$ cat config.mk
export PLATFORM = sky130hd
export DESIGN_NAME = mc_main_control
export DESIGN_NICKNAME = d
export VERILOG_FILES = /design/src/rtl/mc_main_control_pkg.sv /design/src/rtl/mc_ctrl_decode.sv /design/src/rtl/mc_main_control.sv
export SDC_FILE = /design/constraint.sdc
export NUM_CORES = 1
export LEC_CHECK = 0
export ABC_AREA = 1
export BUFFER_PORTS_ARGS = -buffer_cell sky130_fd_sc_hd__buf_4
export CORE_MARGIN = 5
export CORE_UTILIZATION = 35
export DETAILED_ROUTE_END_ITERATION = 8
export PLACE_DENSITY = 0.73
export SLEW_MARGIN = 40
export SYNTH_ARGS = -nofsm -noshare
export SYNTH_HDL_FRONTEND = slang
export SYNTH_SLANG_ARGS = --single-unit
$ cat constraint.sdc
create_clock -name clk -period 1.2 [get_ports clk]
set_input_delay 0.24 -clock clk [delete_from_list [all_inputs] [get_ports clk]]
set_output_delay 0.24 -clock clk [all_outputs]
set_load 0.05 [all_outputs]
$ cat src/rtl/mc_main_control_pkg.sv
// Shared encodings for the multi-cycle RV32 main control FSM: states, opcodes,
// ALU operation selects and the bundled datapath strobe record.
package mc_main_control_pkg;

  typedef enum logic [3:0] {
    FETCH    = 4'd0,
    DECODE   = 4'd1,
    MEMADDR  = 4'd2,
    MEMREAD  = 4'd3,
    MEMWB    = 4'd4,
    MEMWRITE = 4'd5,
    EXEC     = 4'd6,
    RWB      = 4'd7,
    BRANCH   = 4'd8
  } state_t;

  localparam logic [6:0] LW    = 7'b0000011;
  localparam logic [6:0] SW    = 7'b0100011;
  localparam logic [6:0] RTYPE = 7'b0110011;
  localparam logic [6:0] BEQ   = 7'b1100011;

  localparam logic [1:0] ALUOP_ADD   = 2'b00;
  localparam logic [1:0] ALUOP_SUB   = 2'b01;
  localparam logic [1:0] ALUOP_FUNCT = 2'b10;

  localparam logic [1:0] SRCB_RS2  = 2'b00;
  localparam logic [1:0] SRCB_FOUR = 2'b01;
  localparam logic [1:0] SRCB_IMM  = 2'b10;

  typedef struct packed {
    logic       pc_write;
    logic       pc_write_cond;
    logic       pc_source;
    logic       i_or_d;
    logic       mem_read;
    logic       mem_write;
    logic       ir_write;
    logic       mem_to_reg;
    logic       reg_write;
    logic       alu_src_a;
    logic [1:0] alu_src_b;
    logic [1:0] alu_op;
  } ctrl_t;

  function automatic logic op_supported(input logic [6:0] op);
    return (op == LW) || (op == SW) || (op == RTYPE) || (op == BEQ);
  endfunction

endpackage

$ cat src/rtl/mc_ctrl_decode.sv
// Moore strobe decode: maps the current state (plus mem_ready for the fetch
// handshake) onto the datapath control record.
module mc_ctrl_decode
  import mc_main_control_pkg::*;
(
  input  state_t state,
  input  logic   mem_ready,
  output ctrl_t  ctrl
);

  always_comb begin
    ctrl = '0;
    unique case (state)
      FETCH: begin
        ctrl.mem_read  = 1'b1;
        ctrl.alu_src_b = SRCB_FOUR;
        ctrl.alu_op    = ALUOP_ADD;
        // IR and PC only load on the cycle the instruction word actually arrives
        ctrl.ir_write  = mem_ready;
        ctrl.pc_write  = mem_ready;
      end
      DECODE: begin
        ctrl.alu_src_b = SRCB_IMM;
        ctrl.alu_op    = ALUOP_ADD;
      end
      MEMADDR: begin
        ctrl.alu_src_a = 1'b1;
        ctrl.alu_src_b = SRCB_IMM;
        ctrl.alu_op    = ALUOP_ADD;
      end
      MEMREAD: begin
        ctrl.mem_read = 1'b1;
        ctrl.i_or_d   = 1'b1;
      end
      MEMWB: begin
        ctrl.reg_write  = 1'b1;
        ctrl.mem_to_reg = 1'b1;
      end
      MEMWRITE: begin
        ctrl.mem_write = 1'b1;
        ctrl.i_or_d    = 1'b1;
      end
      EXEC: begin
        ctrl.alu_src_a = 1'b1;
        ctrl.alu_src_b = SRCB_RS2;
        ctrl.alu_op    = ALUOP_FUNCT;
      end
      RWB: begin
        ctrl.reg_write = 1'b1;
      end
      BRANCH: begin
        ctrl.alu_src_a     = 1'b1;
        ctrl.alu_op        = ALUOP_SUB;
        ctrl.pc_write_cond = 1'b1;
        ctrl.pc_source     = 1'b1;
      end
      default: ctrl = '0;
    endcase
  end

endmodule

$ cat src/rtl/mc_main_control.sv
// Multi-cycle main control FSM for the RV32 datapath (lw, sw, R-type, beq).
// Holds the state register and next-state logic; strobes come from mc_ctrl_decode.
module mc_main_control
  import mc_main_control_pkg::*;
#(
  parameter int OPW = 7,
  parameter int STW = 4
) (
  input  logic           clk,
  input  logic           rst_n,
  input  logic [OPW-1:0] opcode,
  input  logic           mem_ready,
  output logic           pc_write,
  output logic           pc_write_cond,
  output logic           pc_source,
  output logic           i_or_d,
  output logic           mem_read,
  output logic           mem_write,
  output logic           ir_write,
  output logic           mem_to_reg,
  output logic           reg_write,
  output logic           alu_src_a,
  output logic [1:0]     alu_src_b,
  output logic [1:0]     alu_op,
  output logic           illegal,
  output logic [STW-1:0] state
);

  state_t state_q;
  state_t state_nx;
  logic   illegal_raw;
  ctrl_t  ctrl_raw;
  ctrl_t  ctrl_g;

  always_ff @(posedge clk or negedge rst_n) begin
    if (!rst_n) state_q <= FETCH;
    else        state_q <= state_nx;
  end

  always_comb begin
    state_nx    = FETCH;
    illegal_raw = 1'b0;
    unique case (state_q)
      FETCH:    state_nx = mem_ready ? DECODE : FETCH;
      DECODE: begin
        if ((opcode == LW) || (opcode == SW)) state_nx = MEMADDR;
        else if (opcode == RTYPE)             state_nx = EXEC;
        else if (opcode == BEQ)               state_nx = BRANCH;
        else begin
          state_nx    = FETCH;
          illegal_raw = !op_supported(opcode);
        end
      end
      // IR is stable after DECODE, so re-sampling opcode here is safe
      MEMADDR: begin
        if (opcode == LW)      state_nx = MEMREAD;
        else if (opcode == SW) state_nx = MEMWRITE;
        else                   state_nx = FETCH;
      end
      MEMREAD:  state_nx = mem_ready ? MEMWB : MEMREAD;
      MEMWB:    state_nx = FETCH;
      MEMWRITE: state_nx = mem_ready ? FETCH : MEMWRITE;
      EXEC:     state_nx = RWB;
      RWB:      state_nx = FETCH;
      BRANCH:   state_nx = FETCH;
      default:  state_nx = FETCH;
    endcase
  end

  mc_ctrl_decode u_decode (
    .state     (state_q),
    .mem_ready (mem_ready),
    .ctrl      (ctrl_raw)
  );

  // Reset held low must silence every strobe, even though FETCH normally reads memory
  assign ctrl_g = rst_n ? ctrl_raw : '0;

  assign pc_write      = ctrl_g.pc_write;
  assign pc_write_cond = ctrl_g.pc_write_cond;
  assign pc_source     = ctrl_g.pc_source;
  assign i_or_d        = ctrl_g.i_or_d;
  assign mem_read      = ctrl_g.mem_read;
  assign mem_write     = ctrl_g.mem_write;
  assign ir_write      = ctrl_g.ir_write;
  assign mem_to_reg    = ctrl_g.mem_to_reg;
  assign reg_write     = ctrl_g.reg_write;
  assign alu_src_a     = ctrl_g.alu_src_a;
  assign alu_src_b     = ctrl_g.alu_src_b;
  assign alu_op        = ctrl_g.alu_op;
  assign illegal       = rst_n & illegal_raw;
  assign state         = rst_n ? STW'(state_q) : '0;

endmodule

==> run metrics <==
max frequency=583 MHz; Syn-to-layout area delta=162%; Die Ht=48.8 um; cell count after synthesis=93; top flop regs=state_q: 4 flops; crit path time final=1.72 ns; CP cell instances=buf_6, nor2_4, nand2_4, nor2_4, buf_8; Pwr per Cell Area=512 nW/um2; critical path startpoint category=flip-flop; failing checks=setup timing; GRT met3 Usage=3.07%; fin crit share=143%; Net count, final=164; total inserted antenna cells=0; Yosys cell types=18; Buffers on Ports=28; met1 Use GR=19.5%; Max Root-Sink Buffers=2; max reg flops=4; max-slew violations=0; M2 GR Usage=36.5%; clk sink count=4; Pre-antenna DRT Iters=4; Core Rows=14; Pleak=0.000692 uW; Via density=5.28; placed wire-length estimate=1420 um; VDD IR-drop max=592 uV; largest net degree at the start of global routing=7; max-cap violation count=0; post-synthesis cell area=526 um2; Biggest register=state_q; DRT iter0 DRCs=40; CP Data Arrival Time=1.48 ns; share of layout cells above drive strength 1=71.9%; CTS Buf Count=3; Die Area=2380 um2; Max FO, Critical Path=4; die width=48.8 um; vias in the first global route=791; Reg area=104 um2; Finish-stage setup viols=22; Worst path most repeated cell=nor2_4; setup tns final=-7.60 ns; Clock Pin Slew Worst Setup and Hold Paths=0.05 ns; RSZ-0062 raised after global routing=yes; CP top delay family=simple AND/OR/NAND/NOR gates; Clock Latency Late Sink=0.26 ns; WP data required=0.96 ns; slew margin rel.=85.3%; ANT nets after route=0; gp weighted congestion=0.879; Remaining DRCs=0; total grt overflow=0; mean area per synthesized cell=5.65 um2; CTS root buf=clkbuf_4; fillcell total=48; io pins=29; Synth Net Count=103; post-synthesis sequential area ratio=19.0%; vias=893; Setup CP Type=reg -> out; global-route wire length before repair=3560 um; busiest grt layer=met2; H-tree lvl count=1; area of the multi-input gates=544 um2; outcome=complete, but fails checks; setup ws final=-0.517 ns; global-route usage over all layers=18.7%; TritonCTS clock tree=yes; total power=705 uW; Setup Skew=0.0175 ns; critical path's largest stage delay=0.45 ns; CP Capture Type=output pin; antenna violations before repair=0; initial core utilization=35.7%; Synth warnings=0; sum of buffers and inverters on the critical path=2; Worst-Margin Slew=0.220 ns; Hold Crit Class=in -> reg; CP max stage cell=dfrtp_2; WL final=3130 um; core area=1470 um2; Yosys reg bits=4; Hold Vio Cnt, Final=0; DR WL/cell=18.5 um
final timing paths:
check / depth (start not counted) / start / to / slack [ns]
max: 5 / state_q[3]$_DFF_PN0_ / mem_to_reg / -0.52
min: 3 / opcode[5] / state_q[1]$_DFF_PN0_ / 0.34
max reg2reg: 8 / state_q[3]$_DFF_PN0_ / state_q[1]$_DFF_PN0_ / -0.24
min reg2reg: 4 / state_q[3]$_DFF_PN0_ / state_q[3]$_DFF_PN0_ / 0.82
max in group asynchronous: 3 / rst_n / state_q[1]$_DFF_PN0_ / 0.51
min in group asynchronous: 3 / rst_n / state_q[2]$_DFF_PN0_ / 0.51
layout by cell type, fill, tap and decap left out, drive strengths merged, types with 2 or more instances in the layout:
cell	synthesis	final
dfrtp	4	4
buf	2	56
inv	19	18
nor2	24	24
clkbuf	0	4
dlygate4sd3	0	2
nand2	23	23
a21oi	3	3
nand3	8	8
nor3	3	3
nand4	2	2
where the power goes:
group / internal (uW) / switching (uW)
logic: 155 / 200
clock network: 126 / 79.1
registers: 139 / 6.26
cell usage after synthesis:
cell type | instances | share of area [%]
nand2_1 | 20 | 14
nor2_1 | 20 | 14
inv_1 | 16 | 11
nand3_1 | 6 | 5.7
dfrtp_1 | 4 | 19
nor2_4 | 4 | 8.6
a21oi_1 | 3 | 2.9
inv_2 | 3 | 2.1
nand2_2 | 3 | 3.6
nor3_1 | 3 | 2.9
buf_4 | 2 | 2.9
nand3_2 | 2 | 3.8
nand4_1 | 2 | 2.4
and2_1 | 1 | 1.2
clkinv_1 | 1 | 0.71
nor2b_1 | 1 | 1.2
o2111ai_1 | 1 | 1.7
o211ai_1 | 1 | 1.4
tightest hold or removal path, cell delays in order:
cell and delay, ns:
buf_4 0.11, o2111ai_1 0.12, nand2_2 0.07
cell families (layout without fill, tap and decap cells):
| kind of cell | count (synthesis) | after routing | share of synthesized area [%] |
|---|---|---|---|
| buffers and inverters | 22 | 82 | 17.1 |
| AO/OA/AOI/OAI | 5 | 5 | 5.95 |
| flip-flops | 4 | 4 | 19.0 |
| AND/OR/NAND/NOR | 62 | 62 | 57.9 |
routing by layer:
layer	share of wire (%)	up-vias	wire length, um
li1	-	404	-
met4	3.6	0	113
met3	7.2	10	226
met2	52	52	1610
met1	38	427	1180
met5	0	-	0
what timing repair did:
item	in CTS	in global routing
gates resized for setup	45	28
pin swaps	13	11
hold buffers	2	0
endpoints found under the hold margin	4	0
setup endpoints to repair	22	23
buffers inserted	3	4
cell type report:
cell class                 instances  share of cell area (%)
clock buffer                       4                    1.91
timing repair buffer              58                    43.6
sequential                         4                    7.53
tap                               16                    1.45
multi-input combinational         67                    39.5
inverter                          20                    5.99
per-stage QoR:
stage | std cells | utilization [%] | hold WS, ns | cell area [um2] | setup WS, ns
6_report | 169 | 93.7 | 0.339 | 1380 | -0.517
2_1_floorplan | 93 | - | -0.0556 | 611 | -0.424
3_3_place_gp | 156 | 67.4 | 0.158 | 992 | -0.197
5_1_grt | 169 | 93.7 | 0.357 | 1380 | -0.537
3_5_place_dp | 156 | 67.4 | 0.161 | 992 | -0.214
4_1_cts | 165 | 84.4 | 0.327 | 1240 | -0.399
Note: power is estimated with default switching activity, not from simulation.
